**config.mk**
```make
export PLATFORM = sky130hd
export DESIGN_NAME = hss_rx_aligner
export DESIGN_NICKNAME = d
export VERILOG_FILES = /design/src/rtl/hss_pkg.sv /design/src/rtl/hss_lane_gearbox.sv /design/src/rtl/hss_rx_aligner.sv
export SDC_FILE = /design/constraint.sdc
export NUM_CORES = 1
export LEC_CHECK = 0
export ABC_AREA = 1
export ABC_CLOCK_PERIOD_IN_PS = 5750
export BUFFER_PORTS_ARGS = -buffer_cell sky130_fd_sc_hd__buf_2
export CAP_MARGIN = 20
export CORE_ASPECT_RATIO = 1.5
export CORE_MARGIN = 2
export CORE_UTILIZATION = 35
export CTS_CLUSTER_DIAMETER = 40
export DETAILED_ROUTE_END_ITERATION = 6
export PLACE_DENSITY_LB_ADDON = 0.05
export SYNTH_ARGS = -nofsm -noshare
export SYNTH_HDL_FRONTEND = slang
export SYNTH_SLANG_ARGS = --single-unit
```
**constraint.sdc**
```tcl
create_clock -name clk_i -period 5.75 [get_ports clk_i]
set_clock_uncertainty 0.15 [all_clocks]
set_input_delay 1.15 -clock clk_i [delete_from_list [all_inputs] [get_ports clk_i]]
set_output_delay 1.15 -clock clk_i [all_outputs]
set_load 0.02 [all_outputs]
```
**src/rtl/hss_pkg.sv**
```systemverilog
// Shared types and helpers for the HSS receive word aligner.
package hss_pkg;

  localparam int unsigned SyncW = 8;
  // The sync lane transmits a single set bit in the LSB position every word.
  localparam logic [SyncW-1:0] SyncPattern = 8'h01;

  typedef enum logic [1:0] {
    StHunt,
    StCheck,
    StLocked
  } align_state_t;

  // Returns {valid, idx}: valid only when exactly one bit of word is set,
  // idx is the position of that bit.
  function automatic logic [3:0] onehot_idx(input logic [SyncW-1:0] word);
    logic [3:0] ones;
    logic [2:0] idx;
    ones = '0;
    idx  = '0;
    for (int i = 0; i < SyncW; i++) begin
      if (word[i]) begin
        ones = ones + 4'd1;
        idx  = 3'(i);
      end
    end
    return {(ones == 4'd1), idx};
  endfunction

endpackage

```
**src/rtl/hss_lane_gearbox.sv**
```systemverilog
// Per-lane realignment: keeps the last two deserialised words and extracts the
// byte that starts at the selected slip with a registered barrel shift.
module hss_lane_gearbox
  import hss_pkg::*;
(
  input  logic       clk_i,
  input  logic       rst_ni,
  input  logic [7:0] din_i,
  input  logic [2:0] shift_i,
  output logic [7:0] dout_o
);

  logic [15:0] hist_q, hist_d;
  logic [15:0] shifted;
  logic [7:0]  dout_q, dout_d;

  // Newest word enters at the top; extraction works on the pre-update history.
  always_comb begin
    hist_d  = {din_i, hist_q[15:8]};
    shifted = hist_q >> shift_i;
    dout_d  = shifted[7:0];
  end

  // History and output byte registers.
  always_ff @(posedge clk_i or negedge rst_ni) begin
    if (!rst_ni) begin
      hist_q <= '0;
      dout_q <= '0;
    end else begin
      hist_q <= hist_d;
      dout_q <= dout_d;
    end
  end

  assign dout_o = dout_q;

endmodule

```
**src/rtl/hss_rx_aligner.sv**
```systemverilog
// Receive word aligner: qualifies the bit slip from the one-hot sync lane with a
// lock FSM (hysteresis in both directions), realigns the data lanes and keeps
// saturating link-health counters.
module hss_rx_aligner
  import hss_pkg::*;
#(
  parameter int unsigned N         = 3,
  parameter int unsigned LockCnt   = 4,
  parameter int unsigned UnlockCnt = 3,
  parameter int unsigned CntW      = 16
) (
  input  logic             clk_i,
  input  logic             rst_ni,
  input  logic [SyncW-1:0] rx_sync_i,
  input  logic [N*8-1:0]   rx_data_i,
  input  logic             cnt_clr_i,
  output logic [N*8-1:0]   rx_dout_o,
  output logic             rx_valid_o,
  output logic             locked_o,
  output logic [2:0]       shift_o,
  output logic [CntW-1:0]  sync_err_cnt_o,
  output logic [7:0]       lock_loss_cnt_o
);

  localparam int unsigned LockW   = $clog2(LockCnt + 1);
  localparam int unsigned UnlockW = $clog2(UnlockCnt + 1);
  localparam logic [LockW-1:0]   LockLast   = LockW'(LockCnt - 1);
  localparam logic [UnlockW-1:0] UnlockLast = UnlockW'(UnlockCnt - 1);

  align_state_t        state_q, state_d;
  logic [2:0]          cand_q, cand_d;
  logic [2:0]          shift_q, shift_d;
  logic [LockW-1:0]    cnt_q, cnt_d;
  logic [UnlockW-1:0]  bad_q, bad_d;
  logic                locked_q, locked_d;
  logic                valid_q, valid_d;
  logic [CntW-1:0]     err_q, err_d;
  logic [7:0]          loss_q, loss_d;
  logic                err_inc, loss_inc;

  logic       sync_valid;
  logic [2:0] sync_idx;

  assign {sync_valid, sync_idx} = onehot_idx(rx_sync_i);

  // State register: FSM, slip bookkeeping, status flags and counters.
  always_ff @(posedge clk_i or negedge rst_ni) begin
    if (!rst_ni) begin
      state_q  <= StHunt;
      cand_q   <= '0;
      shift_q  <= '0;
      cnt_q    <= '0;
      bad_q    <= '0;
      locked_q <= 1'b0;
      valid_q  <= 1'b0;
      err_q    <= '0;
      loss_q   <= '0;
    end else begin
      state_q  <= state_d;
      cand_q   <= cand_d;
      shift_q  <= shift_d;
      cnt_q    <= cnt_d;
      bad_q    <= bad_d;
      locked_q <= locked_d;
      valid_q  <= valid_d;
      err_q    <= err_d;
      loss_q   <= loss_d;
    end
  end

  // Next-state logic for the lock FSM and its match/bad run counters.
  always_comb begin
    state_d  = state_q;
    cand_d   = cand_q;
    shift_d  = shift_q;
    cnt_d    = cnt_q;
    bad_d    = bad_q;
    err_inc  = 1'b0;
    loss_inc = 1'b0;
    unique case (state_q)
      StHunt: begin
        if (sync_valid) begin
          cand_d = sync_idx;
          cnt_d  = LockW'(1);
          if (LockCnt == 1) begin
            state_d = StLocked;
            shift_d = sync_idx;
            bad_d   = '0;
            cnt_d   = '0;
          end else begin
            state_d = StCheck;
          end
        end
      end
      StCheck: begin
        if (rx_sync_i == (SyncPattern << cand_q)) begin
          if (cnt_q == LockLast) begin
            state_d = StLocked;
            shift_d = cand_q;
            bad_d   = '0;
            cnt_d   = '0;
          end else begin
            cnt_d = cnt_q + LockW'(1);
          end
        end else begin
          // A breaking word is discarded, not promoted to a new candidate.
          state_d = StHunt;
          cnt_d   = '0;
        end
      end
      StLocked: begin
        if (rx_sync_i == (SyncPattern << shift_q)) begin
          bad_d = '0;
        end else begin
          err_inc = 1'b1;
          if (bad_q == UnlockLast) begin
            state_d  = StHunt;
            bad_d    = '0;
            loss_inc = 1'b1;
          end else begin
            bad_d = bad_q + UnlockW'(1);
          end
        end
      end
      default: state_d = StHunt;
    endcase
  end

  // Registered status outputs and saturating counters; clear beats increment.
  always_comb begin
    locked_d = (state_d == StLocked);
    valid_d  = locked_q;
    err_d    = err_q;
    loss_d   = loss_q;
    if (cnt_clr_i) begin
      err_d  = '0;
      loss_d = '0;
    end else begin
      if (err_inc && (err_q != '1)) begin
        err_d = err_q + CntW'(1);
      end
      if (loss_inc && (loss_q != '1)) begin
        loss_d = loss_q + 8'd1;
      end
    end
  end

  for (genvar g = 0; g < N; g++) begin : g_lane
    hss_lane_gearbox u_gearbox (
      .clk_i   (clk_i),
      .rst_ni  (rst_ni),
      .din_i   (rx_data_i[g*8 +: 8]),
      .shift_i (shift_q),
      .dout_o  (rx_dout_o[g*8 +: 8])
    );
  end

  assign rx_valid_o      = valid_q;
  assign locked_o        = locked_q;
  assign shift_o         = shift_q;
  assign sync_err_cnt_o  = err_q;
  assign lock_loss_cnt_o = loss_q;

endmodule

```
* Word level (Yosys, flattened, before mapping) *
Index checks and enable logic that the tools add are counted.

word-level totals
  bits of input ports = 35
  output and inout bits = 53
  register bits = 111

cells by class
  reductions and logical operators = 11
  equal/unequal tests = 13
  multiplexer cells = 39
  $add $sub $neg = 11
  shifts and indexed selects = 5

operators by type and width
  operator                 number
  $shr A16 B3 Y8           3
  $mux W16                 2
  $add A4 B1 Y4 const B    7
  $mux W4                  7
  $mux W3                  9
  $mux W2                  9
  $add A16 B1 Y16 const B  1
  $eq A8 B8 Y1             2
  $mux W8                  2
  $ne A16 B16 Y1 const B   1
  $shl A1 B3 Y8 const A    2
  $add A8 B1 Y8 const B    1
  $ne A8 B8 Y1 const B     1
  $reduce_bool A2 Y1       4
  $mux W1                  7
  $eq A2 B2 Y1 const B     3
  $ne A2 B2 Y1 const B     3
  $pmux W2 S3              1
  $pmux W3 S2              1
  $reduce_and A3 Y1        2
  $eq A4 B1 Y1 const B     1
  $pmux W2 S2              1
  $reduce_and A2 Y1        2
  $add A3 B1 Y3 const B    1
  other kinds (5)          6

* Logic depth before layout (Yosys ltp) *
  depth after elaboration = 19
  depth in mapped cells = 30

* Modules after synthesis *
Synthesis repeated with hierarchy kept, for this count alone.

second synthesis, totals
  cells, all modules = 778
  area total of the unflattened synthesis = 6109.6 um^2

by module, submodules not included
  module            area an instance (um^2)  seq. area each (um^2)  cells each  instances
  hss_lane_gearbox  1037.2                   600.6                  119         3
  hss_rx_aligner    2997.9                   975.9                  421         1

* Least setup slack after synthesis *
Ideal clock, no wire load.

  kind = input to register
  start point = input rx_sync_i[0]
  end point = register cnt_q[2]
  data arrival time = 4694 ps
  cell stages on the path = 27
  path slack = 786 ps
  required time = 5480 ps
  path buffers = 0
  cells stage by stage = inv_1 ha_1 inv_1 nand2_4 nand2_2 inv_1 ha_1 nand2_1 nand2_1 ha_1 or2_1 nand2_1 inv_1 ha_1 nand2_1 nand2_1 ha_1 or2_2 nand2_1 inv_1 ha_1 a21oi_1 nand2_1 nand2_1 nand3_4 nand2_4 a21oi_1

between the ends
  cells in the longest elaborated chain, start to end = 18
  elaborated cells on any way between the ends = 21

ends and longest elaborated chain
  what                                RTL line              text
  start: declaration                  hss_rx_aligner.sv:14  input logic [SyncW-1:0] rx_sync_i,
  $mux W1                             hss_pkg.sv:22         if (word[i]) begin
  $add A4 B1 Y4                       hss_pkg.sv:23         ones = ones + 4'd1;
  $mux W4                             hss_pkg.sv:22
  $add A4 B1 Y4                       hss_pkg.sv:23
  $mux W4                             hss_pkg.sv:22
  $add A4 B1 Y4                       hss_pkg.sv:23
  $mux W4                             hss_pkg.sv:22
  $add A4 B1 Y4                       hss_pkg.sv:23
  [2 not listed]                      n/a
  $mux W4                             hss_pkg.sv:22
  $add A4 B1 Y4                       hss_pkg.sv:23
  $mux W4                             hss_pkg.sv:22
  $add A4 B1 Y4                       hss_pkg.sv:23
  $mux W4                             hss_pkg.sv:22
  $eq A4 B1 Y1                        hss_pkg.sv:27         return {(ones == 4'd1), idx};
  $ne A2 B2 Y1 (no source line)       n/a
  $reduce_and A2 Y1 (no source line)  n/a
  end signal: assignment              hss_rx_aligner.sv:62  cnt_q <= cnt_d;
  end: declaration                    hss_rx_aligner.sv:33  logic [LockW-1:0] cnt_q, cnt_d;

Parallel ways exist; a longest one is shown, timed or not.
A chain may end at the register's enable or synchronous reset.

* Final worst setup path *
  start point = input rx_sync_i[1]
  end point = register cnt_q[2]

between the ends
  cells in the longest elaborated chain, start to end = 16
  elaborated cells on any way between the ends = 19

ends and longest elaborated chain
  what                                RTL line
  $mux W4                             hss_pkg.sv:22
  $add A4 B1 Y4                       hss_pkg.sv:23
  $mux W4                             hss_pkg.sv:22
  $add A4 B1 Y4                       hss_pkg.sv:23
  $mux W4                             hss_pkg.sv:22
  $add A4 B1 Y4                       hss_pkg.sv:23
  $mux W4                             hss_pkg.sv:22
  $add A4 B1 Y4                       hss_pkg.sv:23
  $mux W4                             hss_pkg.sv:22
  $add A4 B1 Y4                       hss_pkg.sv:23
  $mux W4                             hss_pkg.sv:22
  $add A4 B1 Y4                       hss_pkg.sv:23
  $mux W4                             hss_pkg.sv:22
  $eq A4 B1 Y1                        hss_pkg.sv:27
  $ne A2 B2 Y1 (no source line)       n/a
  $reduce_and A2 Y1 (no source line)  n/a

Parallel ways exist; a longest one is shown, timed or not.

==> impl_metrics.yaml <==
floorplanning:
  dieHeight_um: 162
  rows: 57
  core_area_um2: 16200
  die_area_um2: 17700
  start_util_pct: 35.9
  io_pins: 88
  die_w_um: 109
routing:
  dr.pass1.iters: 5
  via_per_inst: 4.98
  drc: 0
  wirelength_um: 14400
  drtIter0Drc: 183
  routedWlPerCell_um: 14.5
  vias: 4957
  final_antenna_net_count: 0
pwr:
  p_switching_w: 0.000559
  power-per-cell-area_nw_per_um2: 268
  ir_drop_mv: 0.124
  switching_share_pct: 31.0
  sequentialPowerShare_pct: 47.9
  total_power_w: 0.00180
  clkPwrFrac_pct: 33.4
  p_comb_share_pct: 18.8
  p_leak_nw: 3.28
  p_int_w: 0.00125
clocking:
  cts_tree: "done"
  holdBufCountCts: 0
  clock_latency_ps: 350
  clock_path_buffers: 2
  cts.sinks: 111
  post_cts_resized: 0
  postCtsSetupBuffers: 0
  cts_root_buffer: "clkbuf_16"
  cts_made_buffers: 9
  path_clk_slew_ps: 80
  htree_levels: 3
layout:
  n_antenna_cell: 0
  fill_cells: 1653
  drive_above_1_share_pct: 20.9
  area_growth_pct: 16.1
  nets: 833
yosys:
  async_reset_ff_share_pct: 100
  yosysMostFrequentCell: "nand2_1"
  synthTopCellsByArea: "dfrtp_1 48%, nand2_1 11%, nand3_1 4.2%"
  synth_nets: 752
  ys.flop_type: "dfrtp_1"
  yosysUniqueCellTypes: 43
  synthCells: 703
  ys_ff_latch: 111
  avgSynthCellArea_um2: 8.26
  syn_area_um2: 5810
  synth_top_area_share_pct: 47.8
  ys_seq_area_share_pct: 47.8
  synth_warnings: 0
  synthTopCellsByCount: "171 x nand2_1, 111 x dfrtp_1, 61 x inv_1"
  yosysTopAreaCell: "dfrtp_1"
  synth_edf_count: 0
worst_setup_path:
  end_kind: "flip-flop"
  cp-startpoint: "rx_sync_i[1]"
  crit_path_max_fanout: 8
  critPathLaunchType: "input port"
  worstPathArrival_ps: 5060
  cp.required_ps: 5840
  r2r-start: "shift_o[1]"
  critPathKind: "in2reg"
sta:
  max-slew-margin-rel_pct: 36.2
  worst_pin_slew_ps: 958
  rsz0062_at_grt: "no"
  slew_violations: 0
  max_freq_ghz: 0.201
  setup_viol: 0
  hold_slack_ps: 203
  post-route-min-period_ps: 4970
  hold_viol_final: 0
  tns_ps: 0
  post-route-period-util_pct: 86.4
global_routing:
  grt_pass1_vias: 4976
  grt_max_degree: 79
  globalRouteTotalUtil_pct: 17.2
  grt_pass1_wl_um: 24000
  antenna_found_initial: 1
  grt-ovfl-total: 0
flow_run:
  cap_violations: 0
worst_hold_path:
  hold_class: "reg2reg"
  hp-start: "g_lane[1].u_gearbox.hist_q[15]"
run_status:
  outcome: "finished, final reports clean"
placed_design:
  portBuffers: 87
  place_congestion: 0.896
  dp_hpwl_um: 10900
==> state kept, by name (all words and copies together), names as in the netlist <==
name                     flops
state_q                      2
g_lane.u_gearbox.hist_q     48
bad_q                        2
sync_err_cnt_o              16
rx_valid_o                   1
lock_loss_cnt_o              8
g_lane.u_gearbox.dout_o     24
shift_o                      3
cnt_q                        3
cand_q                       3
locked_o                     1
==> cell families (layout without fill, tap and decap cells) <==
family | count (synthesis) | after routing | synth area share (%)
AO/OA/AOI/OAI | 129 | 129 | 12.6
XOR/XNOR | 14 | 14 | 2.11
adder cells (fa/ha/maj) | 14 | 14 | 3.02
buffers and inverters | 97 | 183 | 6.55
flip-flops | 111 | 111 | 47.8
multiplexers | 8 | 8 | 1.38
AND/OR/NAND/NOR | 330 | 330 | 26.5
==> power groups by stage <==
stage | clock network [W] | logic [W] | registers [W]
global route | 0.000661 | 0.000390 | 0.000870
finish | 0.000602 | 0.000339 | 0.000864
global placement | 0 | 0.000334 | 0.000878
CTS | 0.000627 | 0.000341 | 0.000863
detailed placement | 0 | 0.000340 | 0.000879
floorplan | 0 | 0.000230 | 0.000883
==> per-stage QoR <==
stage / utilization, % / cells / setup WS (ps) / instance area, um^2
after floorplan: - / 703 / 786 / 5810
after global placement: 39.8 / 978 / 502 / 6440
after detailed placement: 39.8 / 978 / 392 / 6440
after CTS: 41.5 / 994 / 766 / 6720
after global routing: 41.6 / 995 / 315 / 6740
final: 41.6 / 995 / 782 / 6740
==> path summary, 6_finish.rpt <==
check                                                end  slack (ps)  cells after the start
max                                             cnt_q[2]         780                     28
min                        g_lane[1].u_gearbox.hist_q[7]         200                      0
max reg2reg                           sync_err_cnt_o[13]        2420                     12
min reg2reg                g_lane[1].u_gearbox.hist_q[7]         200                      0
max in group asynchronous  g_lane[2].u_gearbox.hist_q[7]        3840                      3
min in group asynchronous  g_lane[0].u_gearbox.hist_q[1]         520                      1
==> routing by layer <==
metal / vias to the layer above / track usage (%) / share of wire [%]
li1: 2473 / - / -
met1: 2348 / 19.4 / 40
met2: 110 / 31.7 / 54
met3: 24 / 2.93 / 3.6
met4: 2 / 6.47 / 2.3
met5: - / 0 / 0.049
==> cells in the final DEF, fill, tap and decap left out, drive strengths merged <==
cell type	n
a2111oi	1
a211oi	2
a21oi	36
a221oi	5
a22oi	8
a31oi	2
buf	91
clkbuf	10
clkinv	3
clkinvlp	1
dfrtp	111
ha	14
inv	78
mux2i	8
nand2	189
nand3	59
nand4	3
nor2	52
nor3	13
nor4	5
o211ai	1
o21a	1
o21ai	65
o22ai	4
o31ai	4
or2	9
xnor2	1
xor2	13
==> worst max-delay path, stage by stage <==
cell	delay (ps)
buf_2	110
inv_1	110
ha_1	280
inv_1	110
nand2_4	60
nand2_2	80
inv_1	50
ha_1	260
nand2_1	80
nand2_1	70
ha_1	260
or2_1	240
nand2_1	110
inv_1	50
ha_1	280
nand2_1	90
nand2_1	70
ha_1	260
or2_2	280
nand2_1	90
inv_1	50
ha_1	260
a21oi_1	130
nand2_1	60
nand2_1	120
nand3_4	160
nand2_4	110
a21oi_1	60
==> layout make-up <==
type	instances	area, um^2	share of cell area (%)
sequential	111	2780	41.2
clock inverter	6	50.0	0.742
clock buffer	10	229	3.40
tap	206	258	3.82
timing repair buffer	91	488	7.24
multi-input combinational	495	2650	39.3
inverter	76	293	4.34
(Power assumes the default switching activity.)
